`src/rtl/fifo_sync_arb_ctrl.sv`:
```
// Write-side round-robin arbiter, read-side drain into a registered tx stream,
// and occupancy tracking for one shared fifo_sync instance.
module fifo_sync_arb_ctrl #(
   parameter int PTR_WIDTH  = 4,
   parameter int FIFO_DEPTH = 16,
   parameter int FIFO_WIDTH = 32,
   parameter int BURST_LEN  = 4,
   parameter int AF_THRESH  = 12
) (
   input  logic                  clk,
   input  logic                  rst,
   input  logic                  req0_valid,
   input  logic [FIFO_WIDTH-1:0] req0_data,
   output logic                  req0_ready,
   input  logic                  req1_valid,
   input  logic [FIFO_WIDTH-1:0] req1_data,
   output logic                  req1_ready,
   output logic                  fifo_write,
   output logic [FIFO_WIDTH-1:0] fifo_in,
   input  logic                  fifo_full,
   output logic                  fifo_read,
   input  logic [FIFO_WIDTH-1:0] fifo_out,
   input  logic                  fifo_empty,
   output logic                  tx_valid,
   output logic [FIFO_WIDTH-1:0] tx_data,
   input  logic                  tx_ready,
   output logic [PTR_WIDTH:0]    level,
   output logic                  almost_full
);

   localparam int BCW = (BURST_LEN > 1) ? $clog2(BURST_LEN) : 1;
   localparam logic [BCW-1:0]     BURST_LAST = BCW'(BURST_LEN - 1);
   localparam logic [PTR_WIDTH:0] AF_LVL     = (PTR_WIDTH+1)'(AF_THRESH);
   localparam logic [PTR_WIDTH:0] DEPTH_LVL  = (PTR_WIDTH+1)'(FIFO_DEPTH);

   typedef enum logic [1:0] {
      IDLE = 2'd0,
      GNT0 = 2'd1,
      GNT1 = 2'd2
   } arb_state_t;

   arb_state_t            state_r, state_s;
   logic                  last_gnt_r, last_gnt_s;
   logic [BCW-1:0]        burst_cnt_r, burst_cnt_s;
   logic [PTR_WIDTH:0]    level_r, level_s;
   logic                  almost_full_r;
   logic                  tx_valid_r;
   logic [FIFO_WIDTH-1:0] tx_data_r;
   logic                  pop_s;

   // A granted writer is accepted whenever the FIFO has room; full stalls in place.
   assign req0_ready = (state_r == GNT0) & req0_valid & ~fifo_full;
   assign req1_ready = (state_r == GNT1) & req1_valid & ~fifo_full;
   assign fifo_write = req0_ready | req1_ready;
   assign fifo_in    = (state_r == GNT1) ? req1_data :
                       (state_r == GNT0) ? req0_data : {FIFO_WIDTH{1'b0}};

   // The tx register refills from the show-ahead FIFO whenever it is empty or being consumed.
   assign pop_s     = ~fifo_empty & (~tx_valid_r | tx_ready);
   assign fifo_read = pop_s;

   assign tx_valid    = tx_valid_r;
   assign tx_data     = tx_data_r;
   assign level       = level_r;
   assign almost_full = almost_full_r;

   // Arbiter next state, burst counting and round-robin pointer.
   always_comb begin
      state_s     = state_r;
      last_gnt_s  = last_gnt_r;
      burst_cnt_s = burst_cnt_r;
      case (state_r)
         IDLE: begin
            if (last_gnt_r) begin
               if (req0_valid)      state_s = GNT0;
               else if (req1_valid) state_s = GNT1;
               else                 state_s = IDLE;
            end else begin
               if (req1_valid)      state_s = GNT1;
               else if (req0_valid) state_s = GNT0;
               else                 state_s = IDLE;
            end
         end
         GNT0: begin
            if (!req0_valid || (req0_ready && burst_cnt_r == BURST_LAST)) begin
               last_gnt_s  = 1'b0;
               burst_cnt_s = {BCW{1'b0}};
               if (req1_valid)      state_s = GNT1;
               else if (req0_valid) state_s = GNT0;
               else                 state_s = IDLE;
            end else if (req0_ready) begin
               burst_cnt_s = burst_cnt_r + 1'b1;
            end else begin
               burst_cnt_s = burst_cnt_r;
            end
         end
         GNT1: begin
            if (!req1_valid || (req1_ready && burst_cnt_r == BURST_LAST)) begin
               last_gnt_s  = 1'b1;
               burst_cnt_s = {BCW{1'b0}};
               if (req0_valid)      state_s = GNT0;
               else if (req1_valid) state_s = GNT1;
               else                 state_s = IDLE;
            end else if (req1_ready) begin
               burst_cnt_s = burst_cnt_r + 1'b1;
            end else begin
               burst_cnt_s = burst_cnt_r;
            end
         end
         default: begin
            state_s     = IDLE;
            last_gnt_s  = 1'b1;
            burst_cnt_s = {BCW{1'b0}};
         end
      endcase
   end

   // Occupancy follows the controller's own write/pop strobes; saturation is purely defensive.
   always_comb begin
      case ({fifo_write, pop_s})
         2'b10:   level_s = (level_r == DEPTH_LVL) ? level_r : level_r + 1'b1;
         2'b01:   level_s = (level_r == {(PTR_WIDTH+1){1'b0}}) ? level_r : level_r - 1'b1;
         default: level_s = level_r;
      endcase
   end

   // State, tx stream and occupancy registers.
   always_ff @(posedge clk) begin
      if (rst) begin
         state_r       <= IDLE;
         last_gnt_r    <= 1'b1;
         burst_cnt_r   <= {BCW{1'b0}};
         level_r       <= {(PTR_WIDTH+1){1'b0}};
         almost_full_r <= 1'b0;
         tx_valid_r    <= 1'b0;
         tx_data_r     <= {FIFO_WIDTH{1'b0}};
      end else begin
         state_r       <= state_s;
         last_gnt_r    <= last_gnt_s;
         burst_cnt_r   <= burst_cnt_s;
         level_r       <= level_s;
         almost_full_r <= (level_s >= AF_LVL);
         if (pop_s) begin
            tx_valid_r <= 1'b1;
            tx_data_r  <= fifo_out;
         end else if (tx_ready) begin
            tx_valid_r <= 1'b0;
         end else begin
            tx_valid_r <= tx_valid_r;
         end
      end
   end

endmodule

```
`config.mk`:
```
export PLATFORM = sky130hd
export DESIGN_NAME = fifo_sync_arb_ctrl
export DESIGN_NICKNAME = d
export VERILOG_FILES = /design/src/rtl/fifo_sync_arb_ctrl.sv
export SDC_FILE = /design/constraint.sdc
export NUM_CORES = 1
export LEC_CHECK = 0
export CELL_PAD_IN_SITES_DETAIL_PLACEMENT = 0
export CELL_PAD_IN_SITES_GLOBAL_PLACEMENT = 1
export CORE_MARGIN = 5
export CORE_UTILIZATION = 40
export CTS_CLUSTER_SIZE = 14
export DETAILED_ROUTE_END_ITERATION = 16
export DONT_BUFFER_PORTS = 1
export GPL_TIMING_DRIVEN = 0
export PLACE_DENSITY = 0.84
export SYNTH_ARGS = -nofsm -noshare
export SYNTH_HDL_FRONTEND = slang
export SYNTH_SLANG_ARGS = --single-unit
```
`constraint.sdc`:
```
create_clock -name clk -period 3.2 [get_ports clk]
set_input_delay 0.64 -clock clk [delete_from_list [all_inputs] [get_ports clk]]
set_output_delay 0.64 -clock clk [all_outputs]
set_load 0.005 [all_outputs]
```
== Word-level counts from Yosys, hierarchy flattened ==
Cells that the tools add are included.

* Register bits: 44
* Output and inout bits: 75
* Word-level logic and storage cells: 67

* Add/subtract/negate cells: 3
* Magnitude comparators: 1
* Equality and inequality tests: 10
* Multiplexer cells: 23
* Bitwise gates (word level): 11
* Reductions and logical operators: 12

{| class="wikitable"
|+ Operator list
! kind !! count
|-
| two-way mux 32 bit || 2
|-
| two-way mux 2 bit || 10
|-
| one-hot mux 2 bit (3 select lines) || 2
|-
| two-way mux 5 bit || 2
|-
| one-hot mux 5 bit (2 select lines) || 1
|-
| == test 2 bit, second input constant || 3
|-
| != test 3 x 2 -> 1 bit, second input constant || 2
|-
| AND reduction 3 bit || 2
|-
| adder 5 x 1 -> 5 bit, second input constant || 1
|-
| bitwise AND 1 bit || 5
|-
| == test 5 bit, second input constant || 1
|-
| greater-or-equal comparator 5 x 4 -> 1 bit, second input constant || 1
|-
| logical NOT 5 bit || 1
|-
| two-way mux 1 bit || 5
|-
| subtractor 5 x 1 -> 5 bit, second input constant || 1
|-
| == test 2 x 1 -> 1 bit, second input constant || 2
|-
| != test 2 x 1 -> 1 bit, second input constant || 2
|-
| NOT 1 bit || 4
|-
| one-hot mux 1 bit (3 select lines) || 1
|-
| adder 2 x 1 -> 2 bit, second input constant || 1
|-
| logical AND 1 bit || 2
|-
| logical NOT 1 bit || 2
|-
| logical NOT 2 bit || 1
|-
| logical OR 1 bit || 2
|-
| 3 further kinds || 4
|}

== Depth between registers and ports, before layout ==
* Depth after elaboration: 7
* Gate-level depth with buffers: 13
* Mapped depth without buffers: 12

== Worst setup path before layout ==
Ideal clock, no wire load.

* Path type: input-to-reg
* Start: input port tx_ready
* End: register level_r[1] (netlist: level[1])
* Data arrival time: 2.495 ns
* Slack: 0.578 ns
* Cell stages on the path: 12
* Cells stage by stage: nand2b_1 -> nand2b_1 -> clkbuf_1 -> inv_1 -> buf_1 -> ha_1 -> clkbuf_1 -> nor2_1 -> o21ai_1 -> o31ai_1 -> a221oi_1 -> nor2_1

* Cells in the longest elaborated chain, start to end: 4
* Elaborated cells on any way between the ends: 5

{| class="wikitable"
|+ RTL lines
! item !! line !! RTL
|-
| start, declared || 26 || <nowiki>input logic tx_ready,</nowiki>
|-
| OR 1 bit (*) || 59 || <nowiki>assign pop_s = ~fifo_empty & (~tx_valid_r | tx_ready);</nowiki>
|-
| bitwise AND 1 bit (*) || 59 ||
|-
| named net fifo_read || 21 || <nowiki>output logic fifo_read,</nowiki>
|-
| == test 2 x 1 -> 1 bit or == test 2 bit (tied branches) || 120 || <nowiki>case ({fifo_write, pop_s})</nowiki>
|-
| one-hot mux 5 bit (2 select lines) (*) || 120 ||
|-
| end signal, assigned || 133 || <nowiki>level_r <= {(PTR_WIDTH+1){1'b0}};</nowiki>
|-
| end signal, assigned || 141 || <nowiki>level_r <= level_s;</nowiki>
|-
| end, declared || 45 || <nowiki>logic [PTR_WIDTH:0] level_r, level_s;</nowiki>
|}

Mark *: on every way through the listed nets, which the timed path passes. The rest lies on a longest branch.
A chain may end at the register's enable or synchronous reset.

== Final worst setup path ==
Ends and elaborated chain as after synthesis.

==> flow_summary.json <==
{
  "critPathCapture": "level[1]",
  "die_h_um": 85.1,
  "critPathKind": "primary input to flip-flop",
  "grt_first_pass_wirelength_mm": 10.5,
  "rsz0062_at_grt": "false",
  "p_total_mw": 1.26,
  "nets": 410,
  "synth_edf_count": 0,
  "worstPathCellList": "nand2b_1, nand2b_1, clkbuf_1, inv_1, buf_1, ha_1, clkbuf_1, nor2_1, o21ai_1, o31ai_1, a221oi_1, nor2_1",
  "syn_nets": 403,
  "rows": 27,
  "relSlewSlack": 0.605,
  "p_leak_nw": 0.986,
  "worst_slew_pin_slew_ps": 593,
  "max_clock_freq_ghz": 0.353,
  "netlist_instances": 291,
  "final_cell_count_no_fill": 372,
  "crit_fanout": 11,
  "gr-total-overflow": 0,
  "reg2reg_slack_ps": 380,
  "ys_async_sr_fraction": 0,
  "drt_iter0_drc": 69,
  "dp_cells": 363,
  "wl_mm": 7.08,
  "antenna_found_initial": 1,
  "wl_per_cell_um": 19.0,
  "clock_skew_ps": 4.27,
  "dr.pass1.iters": 4,
  "cts_buffers": 5,
  "worstPathRequired_ps": 3360,
  "ys_seq_area_frac": 0.391,
  "fp.dieW_um": 85.1,
  "hold_ws_ps": 427,
  "dp_hpwl_mm": 5.82,
  "utilization": 0.446,
  "drv_slew": 0,
  "period_minus_slack_ps": 2840,
  "power.density_nw_per_um2": 514,
  "syn_to_final_growth_pct": 8.88,
  "slowest_stage": "ha_1",
  "irDropWorstVdd_v": 0.000206,
  "cts_root_buf": "clkbuf_8",
  "cts_tree": "yes",
  "min_path_type": "primary input to flip-flop",
  "synth_cell_type_count": 36,
  "crit_start": "tx_ready",
  "grt_pass1_vias": 2035,
  "worst_slack_ps": 364,
  "hold_buffers": 0,
  "end_kind": "flip-flop",
  "pre_cts_ws_ps": 48.2,
  "clk_latency_ps": 290,
  "final_area_sq_um": 2450,
  "synth_ff_type": "dfxtp_1",
  "postCtsSetupRepairBufs": 0,
  "crit_path_start_kind": "primary input",
  "route.detailed.drc": 0,
  "min_period_over_period": 0.886,
  "drv_cap": 0,
  "num_vias": 2093,
  "drive_gt1_frac": 0.0334,
  "ys_seq_elements": 44,
  "ios": 178,
  "arrival_ps": 3000,
  "final_antenna_net_count": 0,
  "syn_area_sq_um": 2250,
  "start_util": 0.409,
  "cts_sinks": 44,
  "synth_area_per_cell_sq_um": 7.75,
  "yosys_warnings": 0,
  "rr_endpoint": "level[1]",
  "timing.rr.start": "tx_valid",
  "vias_per_cell": 5.63,
  "ctsLongestPathBuffers": 2,
  "setup_viol": 0,
  "gp_congestion": 0.775,
  "cts_resized": 0,
  "grt_start_max_net_pins": 14,
  "hold_viol_final": 0,
  "port_buffers": 0,
  "core-area_sq_um": 5510,
  "status": "finished, final reports clean",
  "fin_setup_tns_ps": 0,
  "clk_pin_slew_ps": 80,
  "die_area_sq_um": 7240,
  "reg2regPathDepth": 12,
  "place_area_sq_um": 2340,
  "htreeDepth": 2,
  "grt_usage": 0.183,
  "critPathMaxStageDelay_ps": 450
}
## cell usage in the layout, fill, tap and decap left out, types with 2 or more instances in the layout
cell	synthesis	layout
a211oi_1	2	2
a21o_1	2	2
a21oi_1	40	40
a22o_1	32	32
and2_1	2	2
buf_1	2	2
clkbuf_1	19	20
clkbuf_8	0	5
dfxtp_1	44	44
ha_1	9	9
inv_1	9	9
mux2i_1	3	3
nand2_1	72	72
nand2b_1	4	4
nand3_1	5	5
nor2_1	16	16
nor2b_1	2	2
nor3b_1	2	2
o21ai_0	5	5
o21ai_1	2	2
o31ai_1	2	2
or3_1	2	2
## where the power goes
group	internal (mW)	total [mW]	switching (mW)	leakage (nW)
logic	0.0964	0.246	0.149	0.570
registers	0.578	0.604	0.0259	0.361
clock network	0.232	0.412	0.180	0.0552
## flip-flops by register name, summed over array words and instances (netlist names)
register	flops
almost_full	1
burst_cnt_r	2
last_gnt_r	1
level	5
state_r	2
tx_data	32
tx_valid	1
## cells in the mapped netlist (all sizes together) (3+ instances only)
cell type  instances  area [sq um]
nand2b             4          25.0
dfxtp             44           881
nand3              5          25.0
nand2             72           270
o21ai              8          43.8
nor2              16          60.1
inv                9          33.8
ha                 9           113
mux2i              3          30.0
buf                3          18.8
clkbuf            19          71.3
a22o              32           280
a21oi             41           209
## cell families (layout without fill, tap and decap cells)
group / Yosys count / in the layout / synth area share
AOI/OAI and AO/OA: 93 / 93 / 0.277
adders and majority gates: 9 / 9 / 0.0499
buffers and inverters: 31 / 39 / 0.0549
DFF: 44 / 44 / 0.391
muxes: 3 / 3 / 0.0133
other: 0 / 1 / 0
and+or+nand+nor: 111 / 111 / 0.214
## how the worst min path moves through the flow
stage,from,cells past startpoint,slack (ps),end
6_report,rst,1,430,level[2]
3_3_place_gp,tx_data[25],2,460,tx_data[25]
4_1_cts,rst,1,420,level[2]
5_1_grt,fifo_empty,1,410,tx_valid
3_5_place_dp,tx_data[8],2,470,tx_data[8]
2_1_floorplan,tx_data[0],2,450,tx_data[0]
## critical path, delay by kind of cell
| family | cells | cell delay (ps) |
|---|---|---|
| and+or+nand+nor | 4 | 370 |
| AOI/OAI and AO/OA | 3 | 460 |
| buffers and inverters | 4 | 1070 |
| adders and majority gates | 1 | 450 |
## final cells by class
cell class | count | area (sq um)
clock inverters | 2 | 35.0
flip-flops and latches | 44 | 881
multi-input cells | 216 | 1250
inverters | 9 | 33.8
clock buffers | 6 | 72.6
fillers | 581 | 3050
diodes | 1 | 2.50
well taps | 72 | 90.1
plain buffers | 22 | 90.1
## per-layer routing
metal	wire length [um]	up-vias	share of wire	global-route usage
li1	-	1022	-	-
met1	2560	952	0.36	0.194
met2	3740	112	0.53	0.334
met3	702	7	0.099	0.0660
met4	86	0	0.012	0.0576
met5	0	-	0	0
Power figures use the tool's default switching activity.
